### config.mk
export PLATFORM = sky130hd
export DESIGN_NAME = snake_input_ctrl
export DESIGN_NICKNAME = d
export VERILOG_FILES = /design/src/rtl/snake_pkg.sv /design/src/rtl/snake_debounce.sv /design/src/rtl/snake_input_ctrl.sv
export SDC_FILE = /design/constraint.sdc
export NUM_CORES = 1
export LEC_CHECK = 0
export BUFFER_PORTS_ARGS = -buffer_cell sky130_fd_sc_hd__buf_2
export CAP_MARGIN = 10
export CORE_UTILIZATION = 58
export CTS_BUF_LIST = sky130_fd_sc_hd__clkbuf_8
export DETAILED_ROUTE_END_ITERATION = 8
export PLACE_DENSITY = 0.8
export SYNTH_ARGS = -nofsm -noshare
export SYNTH_HDL_FRONTEND = slang
export SYNTH_HIERARCHICAL = 1
export SYNTH_SLANG_ARGS = --single-unit
### constraint.sdc
create_clock -name i_clock -period 1.7 [get_ports i_clock]
set_input_delay 0.085 -clock i_clock [delete_from_list [all_inputs] [get_ports i_clock]]
set_output_delay 0.085 -clock i_clock [all_outputs]
set_load 0.1 [all_outputs]
### src/rtl/snake_pkg.sv
// rtl/snake_pkg.sv - shared direction/state types for the snake input controller
package snake_pkg;

    typedef enum logic [1:0] {
        UP    = 2'd0,
        DOWN  = 2'd1,
        LEFT  = 2'd2,
        RIGHT = 2'd3
    } dir_t;

    typedef enum logic {
        IDLE = 1'b0,
        RUN  = 1'b1
    } state_t;

    // UP/DOWN and LEFT/RIGHT differ only in bit 0
    function automatic dir_t opposite(input dir_t d);
        return dir_t'({d[1], ~d[0]});
    endfunction

endpackage

### src/rtl/snake_debounce.sv
// rtl/snake_debounce.sv - button synchronizer, debounce counter and press-edge detector
module snake_debounce #(
    parameter int DEBOUNCE_CYCLES = 250000
) (
    input  logic clock,
    input  logic reset,
    input  logic raw,
    output logic press
);

    localparam int CW = $clog2(DEBOUNCE_CYCLES + 1);
    localparam logic [CW-1:0] CMAX = CW'(DEBOUNCE_CYCLES);

    logic          sync1;
    logic          sync2;
    logic          level;
    logic [CW-1:0] count;
    logic          differ;
    logic          expire;

    assign differ = (sync2 != level);
    // the level flips on the edge that would complete the Nth disagreeing cycle
    assign expire = differ && (count >= CMAX - 1'b1);

    always_ff @(posedge clock) begin
        if (reset) begin
            sync1 <= 1'b0;
            sync2 <= 1'b0;
            level <= 1'b0;
            count <= '0;
            press <= 1'b0;
        end else begin
            sync1 <= raw;
            sync2 <= sync1;
            press <= expire && sync2;
            if (!differ) begin
                count <= '0;
            end else if (expire) begin
                count <= CMAX;
                level <= sync2;
            end else begin
                count <= count + 1'b1;
            end
        end
    end

endmodule

### src/rtl/snake_input_ctrl.sv
// rtl/snake_input_ctrl.sv - debounced direction buttons feeding the IDLE/RUN direction FSM
module snake_input_ctrl
    import snake_pkg::*;
#(
    parameter int DEBOUNCE_CYCLES = 250000
) (
    input  logic       i_clock,
    input  logic       i_reset,
    input  logic       i_up,
    input  logic       i_down,
    input  logic       i_left,
    input  logic       i_right,
    input  logic       i_tick,
    input  logic       i_game_over,
    output logic [1:0] o_dir,
    output logic       o_dir_change,
    output logic       o_start
);

    logic   [3:0] presses;
    logic         any_press;
    dir_t         press_dir;

    state_t       state, state_next;
    dir_t         dir_q, dir_next;
    dir_t         pending_dir, pending_dir_next;
    logic         pending_valid, pending_valid_next;
    logic         start_next, change_next;
    dir_t         ref_dir;
    logic         accept;

    snake_debounce #(.DEBOUNCE_CYCLES(DEBOUNCE_CYCLES)) u_db_up (
        .clock(i_clock), .reset(i_reset), .raw(i_up), .press(presses[0])
    );
    snake_debounce #(.DEBOUNCE_CYCLES(DEBOUNCE_CYCLES)) u_db_down (
        .clock(i_clock), .reset(i_reset), .raw(i_down), .press(presses[1])
    );
    snake_debounce #(.DEBOUNCE_CYCLES(DEBOUNCE_CYCLES)) u_db_left (
        .clock(i_clock), .reset(i_reset), .raw(i_left), .press(presses[2])
    );
    snake_debounce #(.DEBOUNCE_CYCLES(DEBOUNCE_CYCLES)) u_db_right (
        .clock(i_clock), .reset(i_reset), .raw(i_right), .press(presses[3])
    );

    assign any_press = |presses;
    assign o_dir     = dir_q;

    always_comb begin
        press_dir = RIGHT;
        if (presses[0])      press_dir = UP;
        else if (presses[1]) press_dir = DOWN;
        else if (presses[2]) press_dir = LEFT;
    end

    always_comb begin
        state_next         = state;
        dir_next           = dir_q;
        pending_dir_next   = pending_dir;
        pending_valid_next = pending_valid;
        start_next         = 1'b0;
        change_next        = 1'b0;
        ref_dir            = dir_q;
        accept             = 1'b0;
        unique case (state)
            IDLE: begin
                if (!i_game_over && any_press) begin
                    state_next  = RUN;
                    dir_next    = press_dir;
                    start_next  = 1'b1;
                    change_next = 1'b1;
                end
            end
            RUN: begin
                if (i_game_over) begin
                    state_next         = IDLE;
                    pending_valid_next = 1'b0;
                end else begin
                    if (i_tick && pending_valid) begin
                        dir_next           = pending_dir;
                        change_next        = 1'b1;
                        pending_valid_next = 1'b0;
                        ref_dir            = pending_dir;
                    end
                    // a coincident press is judged against the direction being committed now
                    accept = any_press && (press_dir != ref_dir) && (press_dir != opposite(ref_dir));
                    if (accept) begin
                        pending_dir_next   = press_dir;
                        pending_valid_next = 1'b1;
                    end
                end
            end
            default: ;
        endcase
    end

    always_ff @(posedge i_clock) begin
        if (i_reset) begin
            state         <= IDLE;
            dir_q         <= RIGHT;
            pending_dir   <= RIGHT;
            pending_valid <= 1'b0;
            o_start       <= 1'b0;
            o_dir_change  <= 1'b0;
        end else begin
            state         <= state_next;
            dir_q         <= dir_next;
            pending_dir   <= pending_dir_next;
            pending_valid <= pending_valid_next;
            o_start       <= start_next;
            o_dir_change  <= change_next;
        end
    end

endmodule

* Word-level counts from Yosys, hierarchy flattened
Index checks and enable logic that the tools add are counted.
** Cells by class
- Bitwise gates (word level) :: 7
- Equality and inequality tests :: 8
- Order comparisons :: 4
- $add $sub $neg :: 4
- Reductions and logical operators :: 31
- Mux-type cells :: 21
** Operators by type and width (count)
- $add 18x1->18 const B :: 4
- $ge 18x18->1 const B :: 4
- $mux 18 :: 4
- $logic_and 1x1->1 :: 12
- $mux 2 :: 6
- $reduce_and 2->1 :: 6
- $reduce_or 3->1 :: 4
- $reduce_or 2->1 :: 5
- $mux 1 :: 8
- $not 1->1 :: 7
- $ne 1x1->1 :: 4
- $ne 2x2->1 :: 2
- $ne 2x2->1 const B :: 2
- $pmux 1 s2 :: 2
- $pmux 2 s2 :: 1
- $reduce_or 4->1 :: 1
- $reduce_and 3->1 :: 1
- $reduce_bool 3->1 :: 1
- $logic_not 1->1 :: 1
** Storage, ports and cells
- Input port bits :: 8
- Register bits after elaboration :: 96
- Output and inout bits :: 4

* Logic depth before layout (Yosys ltp)
- Word-level depth :: 9
- Gate-level depth with buffers :: 6
- Mapped depth without buffers :: 5

* Modules after synthesis
Netlist, hierarchy kept.
** By module, submodules not included
- snake_debounce :: area an instance 999.7 µm², times used 4, seq. area each 440.4 µm², cells an instance 107
- snake_input_ctrl :: area an instance 371.6 µm², times used 1, seq. area each 160.2 µm², cells an instance 44

* Worst setup path before layout
Ideal clock, no wire load.
- Path type :: register to register
- Start :: reg dir_q[1], in the netlist o_dir[1]
- End :: reg pending_dir[0]
- Period minus slack after synthesis :: 1766 ps
- Path slack :: -66 ps
- Setup time :: 72 ps
- Cell stages (with the launch flop) :: 4
- Data required time :: 1628 ps
- Arrival :: 1694 ps
- Cell sequence :: dfxtp_1 > mux2i_1 > mux2i_1 > mux2i_1
** Between the ends
- Word-level cells in the longest chain between the ends :: 7
** RTL lines
- from (decl) :: RTL line snake_input_ctrl.sv:25 : dir_t dir_q, dir_next;
- from (signal assigned) :: RTL line snake_input_ctrl.sv:106 : dir_q <= dir_next;
- $mux 2 (*) (2 in series)
- $mux 2 (*) :: RTL line snake_input_ctrl.sv:64 : unique case (state)
- $ne 2x2->1 :: RTL line snake_input_ctrl.sv:85 : accept = any_press && (press_dir != ref_dir) && (press_dir != opposite(ref_dir));
- $logic_and 1x1->1 :: RTL line snake_input_ctrl.sv:85
- $logic_and 1x1->1 (*) :: RTL line snake_input_ctrl.sv:85
- $reduce_and 3->1 (no source line) (*)
- to (signal assigned) :: RTL line snake_input_ctrl.sv:107 : pending_dir <= pending_dir_next;
- to (decl) :: RTL line snake_input_ctrl.sv:26 : dir_t pending_dir, pending_dir_next;
Mark *: on every way between the ends. The rest lies on a longest branch, timed or not. The select of a mux whose other input is x is not followed.
A chain may end at the register's enable or synchronous reset.

* Worst setup path after layout
- Start :: reg u_db_down.count[1]
- End :: reg u_db_down.count[16]
** Between the ends
- Word-level cells in the longest chain between the ends :: 3
** RTL lines
- from (decl) :: RTL line snake_debounce.sv:17 : logic [CW-1:0] count;
- from (signal assigned) :: RTL line snake_debounce.sv:42 : count <= count + 1'b1;
- $ge 18x18->1 :: RTL line snake_debounce.sv:23 : assign expire = differ && (count >= CMAX - 1'b1);
- $logic_and 1x1->1 :: RTL line snake_debounce.sv:23
- $mux 18 (*) :: RTL line snake_debounce.sv:38 : end else if (expire) begin
Mark *: on every way between the ends. The rest lies on a longest branch, timed or not.

==> results.md <==
- Ys Warns: 6
- Hold_sp: i_game_over
- Syn Area/Cell: roughly 9.3 um2
- GP Congestion: about 0.85
- First-pass GRT wire length: approximately 15000 um
- Tot GR Track Use: between 20% and 30%
- Tot Pwr: 3.675 mW
- Core Area: between 0.007 and 0.008 mm2
- #FFs+latches synth: 96
- CTS max path bufs: 2
- Starting Density: 60.26%
- # Max-Cap Violations: 0
- GR Overflow Total: 0
- WHS Path Cells: 4
- Initial antenna violation count: 0
- Area contributors post-synth: dfxtp_1 (44%), xor2_1 (7.2%), nor2_1 (5.7%)
- Antenna diodes: 0
- Pin count of the biggest net entering global routing: 34
- CTS tree: done
- Hold Fails Final Rpt: 0
- Worst-Margin Slew: around 0.51 ns
- Max Freq: 0.5929 GHz
- ANT nets after route: 0
- Peak supply drop: approximately 500 uV
- Top cells by count, synth: dfxtp_1 (96), nor2_1 (66), xor2_1 (36)
- Std cell rows: 31
- Count of flip-flops with a built-in enable after synthesis: 0
- WL per Instance: 14.57 um
- Hold slack: 0.05769 ns
- CP arrival: 1.97 ns
- NumNets Final: roughly 560
- CTS buffer count: 9
- Number of remaining DRC errors: 0
- Setup violations, final: 0
- Top_reg_cell synth: dfxtp_1
- FF-to-FF Start: u_db_down/count[1]$_SDFF_PP0_
- Count leader, synth: dfxtp_1
- Worst setup SP type: flop
- Area fraction of the dominant cell type after synthesis: a little over two fifths
- CP max FO: 3
- DRT Pass-1 Iters: 5
- Worst-Skew Late Latency: 0.36 ns
- Final Instance Area: 0.005274 mm2
- Worst min path class: input port to flop
- DP Area: around 0.005 mm2
- Crit Path Class: flop to flop
- Post-Syn Instances: 472
- Worst Hold End: o_start$_SDFF_PP0_
- Share of layout cells above drive strength 1: between 20 and 30%
- Power per standard cell area: 696.8 mW/mm2
- Placed insts: approximately 630
- Number of library cell types mapped by synthesis: 39
- Crit path launch: u_db_down/count[1]$_SDFF_PP0_
- Max-slew headroom: 66.05%
- Drt initial violations: ~120
- Chip height: slightly below 90 um
- Final WL: roughly 9500 um
- Switching power share of the total: 22.19%
- Post-layout minimum cycle time: about 1.7 ns
- Worst-path clk slew: approximately 0.09 ns
- Clock Skews: between 0.01 and 0.015 ns
- Gate power share: approximately 2.1%
- Setup crit end kind: flop
- Clock Power Share: roughly 36%
- Internal Power: around 2.9 mW
- DPL Wire Length: approximately 6300 um
- Non-Filler Instances: between 600 and 700
- Synthesized net count: between 400 and 500
- Fin. max-slew vios: 0
- Port Buf Inserts: 11
- Die area: between 0.007 and 0.008 mm2
- Status: finished clean
- Synth area leader: dfxtp_1
- Via count: around 3700
- Leak Pwr: roughly 2.0 nW
- Vias in the first global route: roughly 3400
- CP Data Required Time: 1.99 ns
- CTS H-tree lvls: 3
- R2R setup slack: between 0.01 and 0.015 ns
- Ratio of final minimum period to clock period: a little under 100%
- Io pins: 12
- Via/cell ratio: 5.705
- Psw: about 0.82 mW
- Clk root buf: clkbuf_8
- Cell area after synthesis: 0.004370 mm2
- Die Wd: a little under 90 um
- Area Overhead vs Synth: 20.67%
- Clock sinks: 96
- Flop pwr share: between 60% and 70%
- Fraction of registers with async set/reset: 0%
- Sequential-to-total area share from yosys stat: 43.97%
- Reg2reg path depth: 5
- Worst r2r dst: u_db_down/count[16]$_SDFF_PP0_
==> worst max-delay path by stage <==
stage	end	slack, ns	cells past startpoint
after global placement	u_db_up/count[16]$_SDFF_PP0_	0.06	5
final	u_db_down/count[16]$_SDFF_PP0_	0.01	5
after global routing	u_db_down/count[16]$_SDFF_PP0_	-0.03	4
after floorplan	u_db_down/count[16]$_SDFF_PP0_	0.005	5
after CTS	u_db_up/count[16]$_SDFF_PP0_	-0.002	5
after detailed placement	u_db_up/count[16]$_SDFF_PP0_	-0.004	5
==> what timing repair did <==
item	4_1_cts	5_1_grt
pin swaps	1	8
hold buffers	4	0
buffers inserted	0	5
endpoints found under the setup margin	4	19
cloned	0	0
gates resized for setup	7	34
endpoints found under the hold margin	4	0
==> logic make-up after synthesis <==
| logic type | count (synthesis) | synth area share (%) |
|---|---|---|
| AND/OR/NAND/NOR | 220 | 27.88 |
| flip-flops | 96 | 43.97 |
| adder cells (fa/ha/maj) | 4 | 1.145 |
| XOR/XNOR | 56 | 11.22 |
| multiplexers | 7 | 1.603 |
| AO/OA/AOI/OAI | 67 | 10.91 |
| buffers and inverters | 22 | 3.264 |
==> per-stage QoR <==
step | setup WS (ns) | setup TNS (ns) | utilization, %
finish | 0.01344 | 0 | 72.71
global route | -0.03071 | -0.03071 | 72.71
CTS | -0.001919 | -0.001919 | 70.64
detailed placement | -0.004485 | -0.004485 | 67.55
global placement | 0.06131 | 0 | 67.55
floorplan | 0.005241 | 0 | -
==> registers in the layout, indices dropped and copies added, names as in the netlist, 2 cells and up <==
signal and count:
o_dir 2, pending_dir 2, u_db_left/count 18, u_db_up/count 18
u_db_right/count 18, u_db_down/count 18
==> layer usage <==
| layer | part of all wire [%] | vias to the layer above | GRT usage (%) |
|---|---|---|---|
| met2 | 49 | 82 | 43.08 |
| li1 | - | 1844 | - |
| met5 | 0 | - | 0 |
| met1 | 46 | 1793 | 30.83 |
| met3 | 3.4 | 12 | 3.638 |
| met4 | 1.3 | 0 | 8.944 |
==> worst max-delay path, stage by stage (launching register included) <==
cell and delay [ns]:
dfxtp_2 0.36, ha_4 0.14, inv_1 0.06, or4_4 0.55, or3_4 0.34, a31oi_2 0.16
==> power by group through the flow <==
| stage | sequential (mW) | combinational (mW) | clock [mW] |
|---|---|---|---|
| after floorplan | 2.32 | 0.0391 | 0 |
| after global placement | 2.32 | 0.0663 | 0 |
| after detailed placement | 2.32 | 0.0685 | 0 |
| after CTS | 2.26 | 0.0760 | 1.35 |
| after global routing | 2.27 | 0.0857 | 1.46 |
| final | 2.26 | 0.0771 | 1.33 |
==> cells in the final DEF (no fill, tap or decap), types with 13 or more instances in the layout <==
cell type,instances
a21oi_1,19
dfxtp_2,23
nand2_1,24
nand3_1,13
dfxtp_1,72
xor2_1,36
xnor2_1,20
nor2_1,63
and3_1,14
nand4_1,24
buf_4,58
inv_1,15
==> cell type report <==
cell class | count | area (um2)
clock buffer | 10 | 137.6
clock inverter | 6 | 37.54
fill | 568 | 1979
inverter | 13 | 48.80
multi-input combinational | 354 | 2399
sequential | 96 | 1954
tap | 99 | 123.9
timing repair buffer | 76 | 573.1
Note: power is estimated with default switching activity, not from simulation.
